[config.mk]
export PLATFORM = sky130hd
export DESIGN_NAME = intr_pulse_gen
export DESIGN_NICKNAME = d
export VERILOG_FILES = /design/src/rtl/intr_pulse_gen.sv
export SDC_FILE = /design/constraint.sdc
export NUM_CORES = 1
export LEC_CHECK = 0
export ABC_AREA = 1
export BUFFER_PORTS_ARGS = -buffer_cell sky130_fd_sc_hd__buf_2
export CAP_MARGIN = 20
export CORE_AREA = 2 2 124 126
export CTS_CLUSTER_DIAMETER = 60
export DETAILED_ROUTE_END_ITERATION = 6
export DIE_AREA = 0 0 126 128
export PLACE_DENSITY_LB_ADDON = 0.3
export SETUP_SLACK_MARGIN = 0.02
export SLEW_MARGIN = 10
export SYNTH_ARGS = -nofsm -noshare
export SYNTH_HDL_FRONTEND = slang
export SYNTH_SLANG_ARGS = --single-unit
[constraint.sdc]
create_clock -name clk -period 3.3 [get_ports clk]
set_input_delay 0.66 -clock clk [delete_from_list [all_inputs] [get_ports clk]]
set_output_delay 0.66 -clock clk [all_outputs]
set_load 0.02 [all_outputs]
[src/rtl/intr_pulse_gen.sv]
`default_nettype none
// ============================================================================
// intr_pulse_gen : event strobes -> registered interrupt pulses with minimum
//                  high/low times, saturating event queue and optional ack hold
// Revision       : 1.0
// ============================================================================
module intr_pulse_gen #(
  parameter int C_NUMBER   = 8,
  parameter int C_MIN_HIGH = 16,
  parameter int C_MIN_LOW  = 16,
  parameter int C_PEND_W   = 4,
  parameter int C_WAIT_ACK = 0
) (
  input  logic                clk,
  input  logic                resetn,
  input  logic                event_in0,
  input  logic                event_in1,
  input  logic                event_in2,
  input  logic                event_in3,
  input  logic                event_in4,
  input  logic                event_in5,
  input  logic                event_in6,
  input  logic                event_in7,
  input  logic                intr_ack0,
  input  logic                intr_ack1,
  input  logic                intr_ack2,
  input  logic                intr_ack3,
  input  logic                intr_ack4,
  input  logic                intr_ack5,
  input  logic                intr_ack6,
  input  logic                intr_ack7,
  output logic                intr_out0,
  output logic                intr_out1,
  output logic                intr_out2,
  output logic                intr_out3,
  output logic                intr_out4,
  output logic                intr_out5,
  output logic                intr_out6,
  output logic                intr_out7,
  output logic [C_NUMBER-1:0] overflow
);

  localparam int C_MAXHL = (C_MIN_HIGH > C_MIN_LOW) ? C_MIN_HIGH : C_MIN_LOW;
  localparam int C_CW    = (C_MAXHL > 1) ? $clog2(C_MAXHL) : 1;
  localparam logic [C_CW-1:0]     C_HI_LOAD  = C_CW'(C_MIN_HIGH - 1);
  localparam logic [C_CW-1:0]     C_LO_LOAD  = C_CW'(C_MIN_LOW - 1);
  localparam logic [C_PEND_W-1:0] C_PEND_MAX = '1;

  typedef enum logic [1:0] {
    S_IDLE   = 2'd0,
    S_ASSERT = 2'd1,
    S_HOLD   = 2'd2,
    S_GAP    = 2'd3
  } state_t;

  logic [7:0] w_ev;
  logic [7:0] w_ack;
  logic [7:0] w_out;

  assign w_ev  = {event_in7, event_in6, event_in5, event_in4,
                  event_in3, event_in2, event_in1, event_in0};
  assign w_ack = {intr_ack7, intr_ack6, intr_ack5, intr_ack4,
                  intr_ack3, intr_ack2, intr_ack1, intr_ack0};

  assign intr_out0 = w_out[0];
  assign intr_out1 = w_out[1];
  assign intr_out2 = w_out[2];
  assign intr_out3 = w_out[3];
  assign intr_out4 = w_out[4];
  assign intr_out5 = w_out[5];
  assign intr_out6 = w_out[6];
  assign intr_out7 = w_out[7];

  genvar gi;
  generate
    for (gi = 0; gi < 8; gi++) begin : g_ch
      if (gi < C_NUMBER) begin : g_act
        state_t              r_state;
        state_t              w_state_nxt;
        logic [C_CW-1:0]     r_cnt;
        logic [C_CW-1:0]     w_cnt_nxt;
        logic [C_PEND_W-1:0] r_pend;
        logic [C_PEND_W-1:0] w_pend_nxt;
        logic                r_out;
        logic                r_ovf;
        logic                w_ovf_set;
        logic                w_start;
        logic                w_inc;
        logic                w_dec;
        logic                w_cnt_zero;
        logic                w_pend_nz;

        assign w_cnt_zero = (r_cnt == '0);
        assign w_pend_nz  = (r_pend != '0);

        always_comb begin
          w_state_nxt = r_state;
          w_cnt_nxt   = r_cnt;
          w_start     = 1'b0;
          w_pend_nxt  = r_pend;
          w_ovf_set   = 1'b0;
          case (r_state)
            S_IDLE: begin
              if (w_ev[gi] || w_pend_nz) w_start = 1'b1;
            end
            S_ASSERT: begin
              if (!w_cnt_zero) begin
                w_cnt_nxt = r_cnt - C_CW'(1);
              end else if (C_WAIT_ACK != 0) begin
                w_state_nxt = S_HOLD;
              end else begin
                w_state_nxt = S_GAP;
                w_cnt_nxt   = C_LO_LOAD;
              end
            end
            S_HOLD: begin
              if (w_ack[gi]) begin
                w_state_nxt = S_GAP;
                w_cnt_nxt   = C_LO_LOAD;
              end
            end
            default: begin
              if (!w_cnt_zero) begin
                w_cnt_nxt = r_cnt - C_CW'(1);
              end else if (w_ev[gi] || w_pend_nz) begin
                w_start = 1'b1;
              end else begin
                w_state_nxt = S_IDLE;
              end
            end
          endcase
          if (w_start) begin
            w_state_nxt = S_ASSERT;
            w_cnt_nxt   = C_HI_LOAD;
          end
          // A pulse starting with an empty queue is the event itself, so it is not queued.
          w_dec = w_start && w_pend_nz;
          w_inc = w_ev[gi] && !(w_start && !w_pend_nz);
          if (w_inc && !w_dec) begin
            if (r_pend == C_PEND_MAX) w_ovf_set = 1'b1;
            else                      w_pend_nxt = r_pend + C_PEND_W'(1);
          end else if (w_dec && !w_inc) begin
            w_pend_nxt = r_pend - C_PEND_W'(1);
          end
        end

        always_ff @(posedge clk or negedge resetn) begin
          if (!resetn) begin
            r_state <= S_IDLE;
            r_cnt   <= '0;
            r_pend  <= '0;
            r_out   <= 1'b0;
            r_ovf   <= 1'b0;
          end else begin
            r_state <= w_state_nxt;
            r_cnt   <= w_cnt_nxt;
            r_pend  <= w_pend_nxt;
            r_out   <= (w_state_nxt == S_ASSERT) || (w_state_nxt == S_HOLD);
            r_ovf   <= r_ovf | w_ovf_set;
          end
        end

        assign w_out[gi]    = r_out;
        assign overflow[gi] = r_ovf;
      end else begin : g_off
        logic w_unused;
        assign w_unused  = w_ev[gi] ^ w_ack[gi];
        assign w_out[gi] = 1'b0;
      end
    end
  endgenerate

endmodule
`default_nettype wire

==> flow_summary.yaml <==
run_status:
  status: "complete, no violations"
yosys:
  synth_top_cells_by_area: "dfrtp_1 (35%), ha_1 (12%), nand2_1 (9.1%)"
  ys_async_sr_fraction: 1.000
  synth_cells: 873
  synth_nets: 963
  synth.area.mux_share: 0
  ys.flop_type: "dfrtp_1"
  ys_types: 33
  synth_fa_ha_area_frac: 0.1420
  syn_area_per_cell_um2: 7.754
  synth_top_area_cell: "dfrtp_1"
  yosys.area_share.simple: 0.2518
  yosysSeqAreaShare: 0.3549
  synth_compound_area_frac: 0.1403
  synth-xor-area-share: 0.03235
  synth.top_cell.area_share: 0.3549
  yosys_warnings: 0
  synth-edff-count: 0
  ys_seq_elements: 96
  syn_area_um2: 6769
  synth_top_family_by_area: "simple AND/OR/NAND/NOR gates"
place:
  dp_hpwl_um: 9355
  port_buffers: 33
  dpl_cell_area_um2: 7132
  dp_cells: 1087
  routabilityCongestion: 0.8321
drt:
  wl_met1_um: 6073
  detail_route.wirelength_um: 12270
  dr_wl_met3_um: 323
  routed.top_layer: "met4"
  num_vias: 5569
  wl_met2_um: 5667
  wl_per_cell_um: 11.13
  route.detailed.drc: 0
  viasPerCell: 5.054
  firstDrtPassIters: 4
  drt_iter0_markers: 345
  drtAntennaViolNets: 0
floorplanning:
  io_pins: 34
  dieArea_um2: 16130
  die_height_um: 128
  initial_core_util: 0.4554
  chipWidth_um: 126
  placementRows: 45
  core_um2: 14860
sta:
  clock_skew_ps: 3.626
  worstMarginPinSlew_ps: 555.9
  finalCritPeriodShare: 0.7502
  setup_viol: 0
  tns_ps: 0
  slew_viol_final: 0
  finalHoldViolations: 0
  max_freq_ghz: 0.4039
  relSlewSlack: 0.6294
  rsz0062_at_grt: "no"
  min_period_ps: 2476
layout:
  diodes: 0
  final_nets: 1000
  finalNonFillerCells: 1102
  syn2layout_area_growth_pct: 9.612
  design_area_um2: 7420
  drive_gt1_frac: 0.08753
cts:
  cts.htree.levels: 3
  clkSlewWorstSetupHoldPaths_ps: 60
  root_buffer: "clkbuf_16"
  postCtsSetupBuffers: 0
  tritoncts.num_buffers: 9
  clock_latency_ps: 340
  cts_tree: "yes"
  clockBufferDepth: 2
  cts_resized: 0
  cts.sinks: 96
  cts_hold_buf: 0
power_and_ir_drop:
  power_density_nw_per_um2: 1066
  power_leakage_nw: 3.758
  power_mw: 7.912
  vdd_ir_drop_max_uv: 370.0
global_route:
  grt_overflow: 0
  grt_pass1_vias: 5165
  grt_max_degree: 56
  grtUsageTotal: 0.1637
  grt_pass1_wl_um: 22210
  antenna_found_initial: 0
worst_setup_path:
  start_kind: "flip-flop"
  crit_chain: "inv_1 > ha_1 > or2_2 > nand3_4 > nand2_1 > ha_1 > and3_1 > nor2_1 > inv_1 > nand2_1 > nand3_1 > nand2_1 > nand2_1"
  path_delay_family: "simple AND/OR/NAND/NOR gates"
  worst-setup-path-type: "flip-flop to flip-flop"
  critPathCaptureType: "flip-flop"
  worstPathArrival_ps: 2710
  critPathMostFrequentCell: "nand2_1"
  cp_max_fo: 10
  crit_buf_inv: 2
  cp_slowest_stage_delay_ps: 410
  worstPathRequired_ps: 3540
  crit_slowest_cell: "dfrtp_1"
hold_path:
  worstHoldPathType: "primary input to async pin"
job:
  cap_violations: 0
-- worst reg2reg max path, stage by stage (launching register included) --
cell	delay, ps
dfrtp_1	410
inv_1	110
ha_1	230
or2_2	350
nand3_4	150
nand2_1	160
ha_1	350
and3_1	180
nor2_1	120
inv_1	50
nand2_1	80
nand3_1	80
nand2_1	70
nand2_1	40
-- stage by stage --
stage	hold slack, ps	utilization	setup WS, ps
global route	334.5	0.4992	665.2
finish	296.8	0.4992	824.3
detailed placement	456.3	0.4798	844.8
global placement	455.8	0.4798	893.9
CTS	310.3	0.4992	842.0
floorplan	364.4	-	1027
-- cells in the mapped netlist (8+ instances only) --
master / count
a21oi_1: 40
buf_4: 8
dfrtp_1: 96
fa_1: 8
ha_1: 64
inv_1: 121
nand2_1: 165
nand2_2: 14
nand3_1: 72
nand4_1: 35
nor2_1: 78
o21ai_0: 79
o21bai_1: 12
xnor2_1: 8
xor2_1: 17
-- final timing paths --
check	to	slack (ps)	start	cells past startpoint
min reg2reg	g_ch[0].g_act.r_ovf	470	g_ch[0].g_act.r_ovf	1
max in group asynchronous	g_ch[1].g_act.r_pend[3]	2320	resetn	2
min	g_ch[4].g_act.r_pend[1]	300	resetn	1
max	g_ch[4].g_act.r_pend[3]	820	g_ch[4].g_act.r_state[0]	13
max reg2reg	g_ch[4].g_act.r_pend[3]	820	g_ch[4].g_act.r_state[0]	13
min in group clk	g_ch[0].g_act.r_ovf	470	g_ch[0].g_act.r_ovf	1
-- sequential cells by signal (all words and copies together) (netlist names) --
| signal | cells |
|---|---|
| intr_out1 | 1 |
| g_ch.g_act.r_ovf | 8 |
| intr_out2 | 1 |
| g_ch.g_act.r_pend | 32 |
| intr_out3 | 1 |
| intr_out4 | 1 |
| g_ch.g_act.r_cnt | 32 |
| intr_out0 | 1 |
| intr_out5 | 1 |
| g_ch.g_act.r_state | 16 |
| intr_out6 | 1 |
| intr_out7 | 1 |
-- kinds of logic (layout without fill, tap and decap cells) --
logic type	after synthesis	after routing
AND/OR/NAND/NOR	379	379
AO/OA/AOI/OAI	167	167
buffers and inverters	134	175
flip-flops	96	96
adder cells (fa/ha/maj)	72	72
XOR/XNOR	25	25
-- power breakdown --
group | leakage (nW) | internal [mW] | switching (mW)
clock | 0.145 | 0.600 | 0.432
sequential | 1.11 | 1.81 | 0.497
combinational | 2.50 | 1.78 | 2.80
-- layout make-up --
| cell class | instances | area [um^2] |
|---|---|---|
| inverter | 126 | 473.0 |
| timing repair buffer | 34 | 187.7 |
| fill | 1456 | 7445 |
| multi-input combinational | 643 | 3834 |
| clock buffer | 11 | 242.7 |
| clock inverter | 4 | 45.04 |
| tap | 188 | 235.2 |
| sequential | 96 | 2402 |
-- cells in the final DEF (no fill, tap or decap), drive strengths merged --
master	n
nand4	35
nand3b	4
o21bai	12
fa	8
o221ai	4
xor2	17
xnor2	8
clkbuf	11
clkinv	3
o21a	4
o21ai	89
a21oi	42
o211ai	3
o22a	2
o22ai	5
ha	64
nor2	78
bufinv	1
or2	1
inv	126
o31ai	1
nand2	179
and2	3
a31oi	3
dfrtp	96
and3	2
buf	34
nand3	77
a21boi	2
-- metal layers --
| layer | vias to the layer above | track usage |
|---|---|---|
| li1 | 2967 | - |
| met1 | 2526 | 0.2147 |
| met2 | 61 | 0.2742 |
| met3 | 15 | 0.02629 |
| met4 | 0 | 0.06141 |
| met5 | - | 0 |
Power figures use the tool's default switching activity.
